--- config.mk ---
export PLATFORM = sky130hd
export DESIGN_NAME = ct_f_spsram_rmw_ctrl
export DESIGN_NICKNAME = d
export VERILOG_FILES = /design/src/rtl/ct_f_spsram_rmw_ctrl.sv
export SDC_FILE = /design/constraint.sdc
export NUM_CORES = 1
export LEC_CHECK = 0
export ABC_AREA = 1
export BUFFER_PORTS_ARGS = -buffer_cell sky130_fd_sc_hd__buf_2
export CAP_MARGIN = 5
export CORE_AREA = 5 5 268 270
export CTS_CLUSTER_DIAMETER = 120
export DETAILED_ROUTE_END_ITERATION = 8
export DIE_AREA = 0 0 273 275
export GPL_TIMING_DRIVEN = 1
export PLACE_DENSITY = 0.63
export SLEW_MARGIN = 40
export SYNTH_ARGS = -nofsm -noshare
export SYNTH_HDL_FRONTEND = slang
export SYNTH_SLANG_ARGS = --single-unit
export TNS_END_PERCENT = 30
--- constraint.sdc ---
create_clock -name forever_cpuclk -period 3.51 [get_ports forever_cpuclk]
set_input_delay 0.702 -clock forever_cpuclk [delete_from_list [all_inputs] [get_ports forever_cpuclk]]
set_output_delay 0.702 -clock forever_cpuclk [all_outputs]
set_load 0.1 [all_outputs]
--- src/rtl/ct_f_spsram_rmw_ctrl.sv ---
// Request-side controller for a 16384x128 single-port SRAM wrapper.
// Ports: req_* single-beat read / byte-masked write request (valid/ready);
//        rsp_* one-entry read response buffer (valid/ready);
//        sram_* registered A/CEN/GWEN/WEN/D pins, sram_q read data.
// Partial writes become read-modify-write because the SRAM only does
// full-line writes.
module ct_f_spsram_rmw_ctrl #(
    parameter int ADDR_WIDTH = 14,
    parameter int DATA_WIDTH = 128,
    parameter int BE_WIDTH   = DATA_WIDTH / 8
) (
    input  logic                  forever_cpuclk,
    input  logic                  cpurst_b,
    input  logic                  req_vld,
    output logic                  req_rdy,
    input  logic                  req_wr,
    input  logic [ADDR_WIDTH-1:0] req_addr,
    input  logic [DATA_WIDTH-1:0] req_wdata,
    input  logic [BE_WIDTH-1:0]   req_bmask,
    output logic                  rsp_vld,
    input  logic                  rsp_rdy,
    output logic [DATA_WIDTH-1:0] rsp_data,
    output logic [ADDR_WIDTH-1:0] sram_a,
    output logic                  sram_cen,
    output logic                  sram_gwen,
    output logic [DATA_WIDTH-1:0] sram_wen,
    output logic [DATA_WIDTH-1:0] sram_d,
    input  logic [DATA_WIDTH-1:0] sram_q
);

    typedef enum logic [1:0] {
        IDLE,
        RD_ISS,
        RD_DATA,
        WR_ISS
    } state_t;

    state_t                state_q, state_d;
    logic                  cen_q, cen_d;
    logic                  gwen_q, gwen_d;
    logic [DATA_WIDTH-1:0] wen_q, wen_d;
    logic [ADDR_WIDTH-1:0] a_q, a_d;
    logic [DATA_WIDTH-1:0] d_q, d_d;
    logic                  rsp_vld_q, rsp_vld_d;
    logic [DATA_WIDTH-1:0] rsp_data_q, rsp_data_d;
    logic [DATA_WIDTH-1:0] wdata_q, wdata_d;
    logic [BE_WIDTH-1:0]   bmask_q, bmask_d;
    logic                  rmw_q, rmw_d;

    logic                  accept;
    logic                  is_full;
    logic                  is_nop;
    logic [DATA_WIDTH-1:0] merged;

    assign req_rdy = cpurst_b && (state_q == IDLE) && !rsp_vld_q;
    assign accept  = req_vld && req_rdy;
    assign is_full = &req_bmask;
    assign is_nop  = ~|req_bmask;

    // Byte merge of the buffered write data over the line just read.
    always_comb begin
        merged = sram_q;
        for (int i = 0; i < BE_WIDTH; i++) begin
            if (bmask_q[i]) begin
                merged[i*8 +: 8] = wdata_q[i*8 +: 8];
            end
        end
    end

    always_comb begin
        state_d    = state_q;
        cen_d      = cen_q;
        gwen_d     = gwen_q;
        wen_d      = wen_q;
        a_d        = a_q;
        d_d        = d_q;
        rsp_vld_d  = rsp_vld_q;
        rsp_data_d = rsp_data_q;
        wdata_d    = wdata_q;
        bmask_d    = bmask_q;
        rmw_d      = rmw_q;

        if (rsp_vld_q && rsp_rdy) begin
            rsp_vld_d = 1'b0;
        end

        unique case (state_q)
            IDLE: begin
                if (accept) begin
                    if (!req_wr || (!is_full && !is_nop)) begin
                        cen_d   = 1'b0;
                        gwen_d  = 1'b1;
                        wen_d   = '1;
                        a_d     = req_addr;
                        wdata_d = req_wdata;
                        bmask_d = req_bmask;
                        rmw_d   = req_wr;
                        state_d = RD_ISS;
                    end else if (is_full) begin
                        cen_d   = 1'b0;
                        gwen_d  = 1'b0;
                        wen_d   = '0;
                        a_d     = req_addr;
                        d_d     = req_wdata;
                        state_d = WR_ISS;
                    end
                end
            end
            RD_ISS: begin
                cen_d   = 1'b1;
                state_d = RD_DATA;
            end
            RD_DATA: begin
                if (rmw_q) begin
                    d_d     = merged;
                    cen_d   = 1'b0;
                    gwen_d  = 1'b0;
                    wen_d   = '0;
                    state_d = WR_ISS;
                end else begin
                    rsp_data_d = sram_q;
                    rsp_vld_d  = 1'b1;
                    state_d    = IDLE;
                end
            end
            WR_ISS: begin
                cen_d   = 1'b1;
                gwen_d  = 1'b1;
                wen_d   = '1;
                state_d = IDLE;
            end
            default: begin
                state_d = IDLE;
            end
        endcase
    end

    always_ff @(posedge forever_cpuclk) begin
        if (!cpurst_b) begin
            state_q    <= IDLE;
            cen_q      <= 1'b1;
            gwen_q     <= 1'b1;
            wen_q      <= '1;
            a_q        <= '0;
            d_q        <= '0;
            rsp_vld_q  <= 1'b0;
            rsp_data_q <= '0;
            wdata_q    <= '0;
            bmask_q    <= '0;
            rmw_q      <= 1'b0;
        end else begin
            state_q    <= state_d;
            cen_q      <= cen_d;
            gwen_q     <= gwen_d;
            wen_q      <= wen_d;
            a_q        <= a_d;
            d_q        <= d_d;
            rsp_vld_q  <= rsp_vld_d;
            rsp_data_q <= rsp_data_d;
            wdata_q    <= wdata_d;
            bmask_q    <= bmask_d;
            rmw_q      <= rmw_d;
        end
    end

    assign sram_a    = a_q;
    assign sram_cen  = cen_q;
    assign sram_gwen = gwen_q;
    assign sram_wen  = wen_q;
    assign sram_d    = d_q;
    assign rsp_vld   = rsp_vld_q;
    assign rsp_data  = rsp_data_q;

endmodule

# Word-level counts from Yosys, hierarchy flattened
# Cells that the tools add are included.
[word_totals]
output_inout_bits = 402
regBits = 548
mem_bits_ro = 0
input_bits = 291
latch_bits = 0
n_memories = 0
ramBits = 0
word_cells = 87
[op_classes]
reduce_logical = 23
order_cmp = 0
bitwise_logic = 1
div = 0
n_mux = 44
eq_ne = 8
shift = 0
multipliers = 0
add_sub_neg = 0
[ops]
columns = ["op", "n"]
rows = [
  ["2-to-1 mux 128 bit", 8],
  ["case mux 128 bit (3 select lines)", 1],
  ["case mux 128 bit (2 select lines)", 1],
  ["2-to-1 mux 8 bit", 16],
  ["2-to-1 mux 14 bit", 2],
  ["AND reduction 16 bit", 1],
  ["OR reduction 16 bit", 1],
  ["2-to-1 mux 1 bit", 9],
  ["AND reduction 3 bit", 3],
  ["2-to-1 mux 2 bit", 4],
  ["!= test 2 bit (second input constant)", 4],
  ["case mux 2 bit (4 select lines)", 1],
  ["case mux 1 bit (3 select lines)", 2],
  ["logical AND 1 bit", 5],
  ["AND reduction 5 bit", 1],
  ["equality test 2 bit (second input constant)", 2],
  ["AND reduction 2 bit", 2],
  ["AND reduction 4 bit", 1],
  ["nonzero test 2 bit", 2],
  ["logical NOT 1 bit", 3],
  ["!= test 3 x 2 -> 1 bit (second input constant)", 1],
  ["nonzero test 3 bit", 1],
  ["equality test 2 x 1 -> 1 bit (second input constant)", 1],
  ["logical NOT 2 bit", 1],
  ["other kinds (3)", 3],
]

# Depth between registers and ports, before layout
[depth]
ltp_word = 7
depth_mapped = 14
mapped_depth_nobuf = 11

# Worst setup path before layout
# Ideal clock, no wire load.
[synth_timing]
path_kind = "register -> output"
from = "register sram_wen[126] (netlist name)"
to = "output port sram_wen[0]"
path_stages_with_launch = 2
slack_ns = -0.847
arrival_ns = 3.655
n_path_buf = 1
cell_sequence = "dfxtp_1 > buf_4"
[synth_lines]
columns = ["element", "line_no", "source"]
rows = [
  ["end, declared", "26", "output logic [DATA_WIDTH-1:0] sram_wen,"],
]

==> out/metrics.csv <==
metric,value,unit
sequential share of power,35.0,%
num rows,97,
fin area,0.0246,sq mm
# resized after CTS,0,
max-slew violations,0,
number of global-route vias before repair,18600,
RSZ-0062 raised after global routing,no,
"Req. time, crit path",2810,ps
Post-DRT Antenna Nets,0,
post-synthesis cell type count,25,
CP Max Fanout,78,
placed cells,4085,
Post-Syn Area,0.0197,sq mm
Hold Path Sink,sram_a[9],
Final WS setup,649,ps
Nets,3489,
maximum vdd ir drop,0.000591,V
critical path class,flip-flop to output pin,
Sw Pwr,5.74,mW
chip height,275,um
1st-pass router iterations,5,
max cap viols,0,
CTS Hold Bufs,0,
IO buf count,692,
CTS Buf Count,51,
drt initial violations,1652,
I/O pins,693,
r2r setup slk,880,ps
clk root buf,clkbuf_16,
Setup-failing EPs final,0,
DIE AREA,0.0751,sq mm
worst reg2reg path depth,9,
first-pass GRT wire length,114,mm
initial antenna violation count,18,
syn_nets,3062,
Power Internal,8.93,mW
status,finished clean,
Hold Path Class,input pin to flip-flop,
GRT overflow,0,
clk buf depth,3,
Clk pwr share,37.1,%
Switching Fraction,39.1,%
minimum clock period,2860,ps
layout cell share with drive strength beyond 1,25.8,%
Logic pwr share,27.9,%
crit path launch type,flip-flop,
total power,14.7,mW
clock sinks,420,
hold slack final,373,ps
routability congestion estimate from global placement,0.848,
Ys Warns,0,
Layout Skew,21.2,ps
"Hold Vio Cnt, Final",0,
Leak Pwr,10.5,nW
pwr dens,596,mW/mm^2
P&R area growth vs syn,25.2,%
pre-CTS setup slack,718,ps
Initial Util,28.4,%
DIE WIDTH,273,um
"Seq/Total Area, Yosys",42.7,%
TritonCTS clock tree,built,
Critical R2R Launch,state_q[0],
worst slew pin tran,857,ps
Post-DP HPWL,52.9,mm
Hold Path Stages,3,
largest net degree at the start of global routing,147,
worst reg2reg path endpoint,sram_d[28],
cells after synthesis,2771,
final worst-path cycle share,81.5,%
crit end category,output pin,
Post-Syn Area per Cell,7.10,sq um
setup TNS,0,ps
WL final,76.3,mm
Clock Latency Late Sink,580,ps
Vias,20400,
Fillers,7409,
Final Non-Filler Cells,4193,
Core Area,0.0693,sq mm
post-DR vias/cell,4.86,
slew margin rel.,42.9,%
routed len/inst,18.2,um
min-delay src,req_addr[9],
Final Util,35.5,%
Seq cells post-synth,420,
DRC violations left,0,
Max Fclk,350,MHz
clk slew on worst S/H paths,60,ps
post-CTS setup buffer count,0,
Post-DP Area,0.0229,sq mm
WP data arrival,2160,ps
H-Tree Depth,2,
GRT Total Usage,19.0,%
[sequential cells by signal (all words and copies together) (netlist names)]
signal / count
bmask_q: 16
rmw_q: 1
rsp_data: 128
rsp_vld: 1
sram_a: 14
sram_cen: 1
sram_d: 128
sram_wen: 1
state_q: 2
wdata_q: 128
[logic make-up (layout without fill, tap and decap cells)]
family,count (synthesis),in the layout,synth area share (%)
buffers and inverters,402,868,11.4
other,0,16,0
and+or+nand+nor,1143,1143,23.6
DFF,420,420,42.7
AOI/OAI and AO/OA,806,806,22.3
[how the worst max path moves through the flow]
stage                        startpoint            to  depth (start not counted)
after floorplan                 rsp_vld   wdata_q[85]                          9
after global placement     req_bmask[5]    bmask_q[5]                         13
after detailed placement   req_bmask[5]    bmask_q[5]                         13
after CTS                 sram_wen[126]  sram_wen[66]                          2
after global routing      sram_wen[126]  sram_wen[44]                          2
final                     sram_wen[126]  sram_wen[66]                          2
[cell type report]
type / instances / area, sq um / area share (%)
clock inverters: 20 / 255 / 1.04
repair buffers: 737 / 4060 / 16.5
diodes: 16 / 40.0 / 0.163
well taps: 940 / 1180 / 4.78
clock buffers: 72 / 1460 / 5.91
inverters: 39 / 161 / 0.655
multi-input cells: 1949 / 9070 / 36.8
flip-flops and latches: 420 / 8410 / 34.2
[critical path: stages (launching register included)]
cell and delay [ps]:
dfxtp_2 780, buf_12 300, buf_2 470
[Yosys cell counts, drive strengths merged]
| master | instances | area (sq um) |
|---|---|---|
| a211oi | 2 | 15.0 |
| nor3 | 1 | 10.0 |
| inv | 39 | 149 |
| dfxtp | 420 | 8410 |
| a21oi | 258 | 1290 |
| nand4 | 4 | 25.0 |
| buf | 246 | 1640 |
| nand2 | 289 | 1090 |
| o21ai | 417 | 2090 |
| nand3 | 263 | 1320 |
| nand3b | 1 | 7.51 |
| clkbuf | 117 | 445 |
| a22oi | 1 | 21.3 |
| nor2 | 585 | 2200 |
| o21a | 128 | 961 |
[cell usage in the layout (no fill, tap or decap), drive strengths merged]
master    count
nand3b        1
diode        16
o21a        128
o21ai       417
clkbuf       72
nand2       289
inv          44
nand3       263
nor3          1
nor2        585
buf         737
a211oi        2
bufinv        5
nand4         4
clkinvlp      2
a22oi         1
a21oi       258
clkinv        8
dfxtp       420
[power groups by stage]
stage / sequential [mW] / combinational, mW / clock, mW
6_report: 5.13 / 4.09 / 5.44
5_1_grt: 5.16 / 4.30 / 5.81
4_1_cts: 5.13 / 4.10 / 5.59
3_5_place_dp: 5.24 / 4.10 / 0
3_3_place_gp: 5.23 / 4.09 / 0
2_1_floorplan: 5.61 / 3.21 / 0
[per-layer routing]
layer / GRT usage (%) / up-vias / wire, um
li1: - / 9963 / -
met1: 24.0 / 9417 / 31500
met2: 30.5 / 822 / 34600
met3: 5.97 / 154 / 7330
met4: 7.39 / 6 / 2860
met5: 0 / - / 34
No activity file was read; power rests on OpenSTA's default activity.
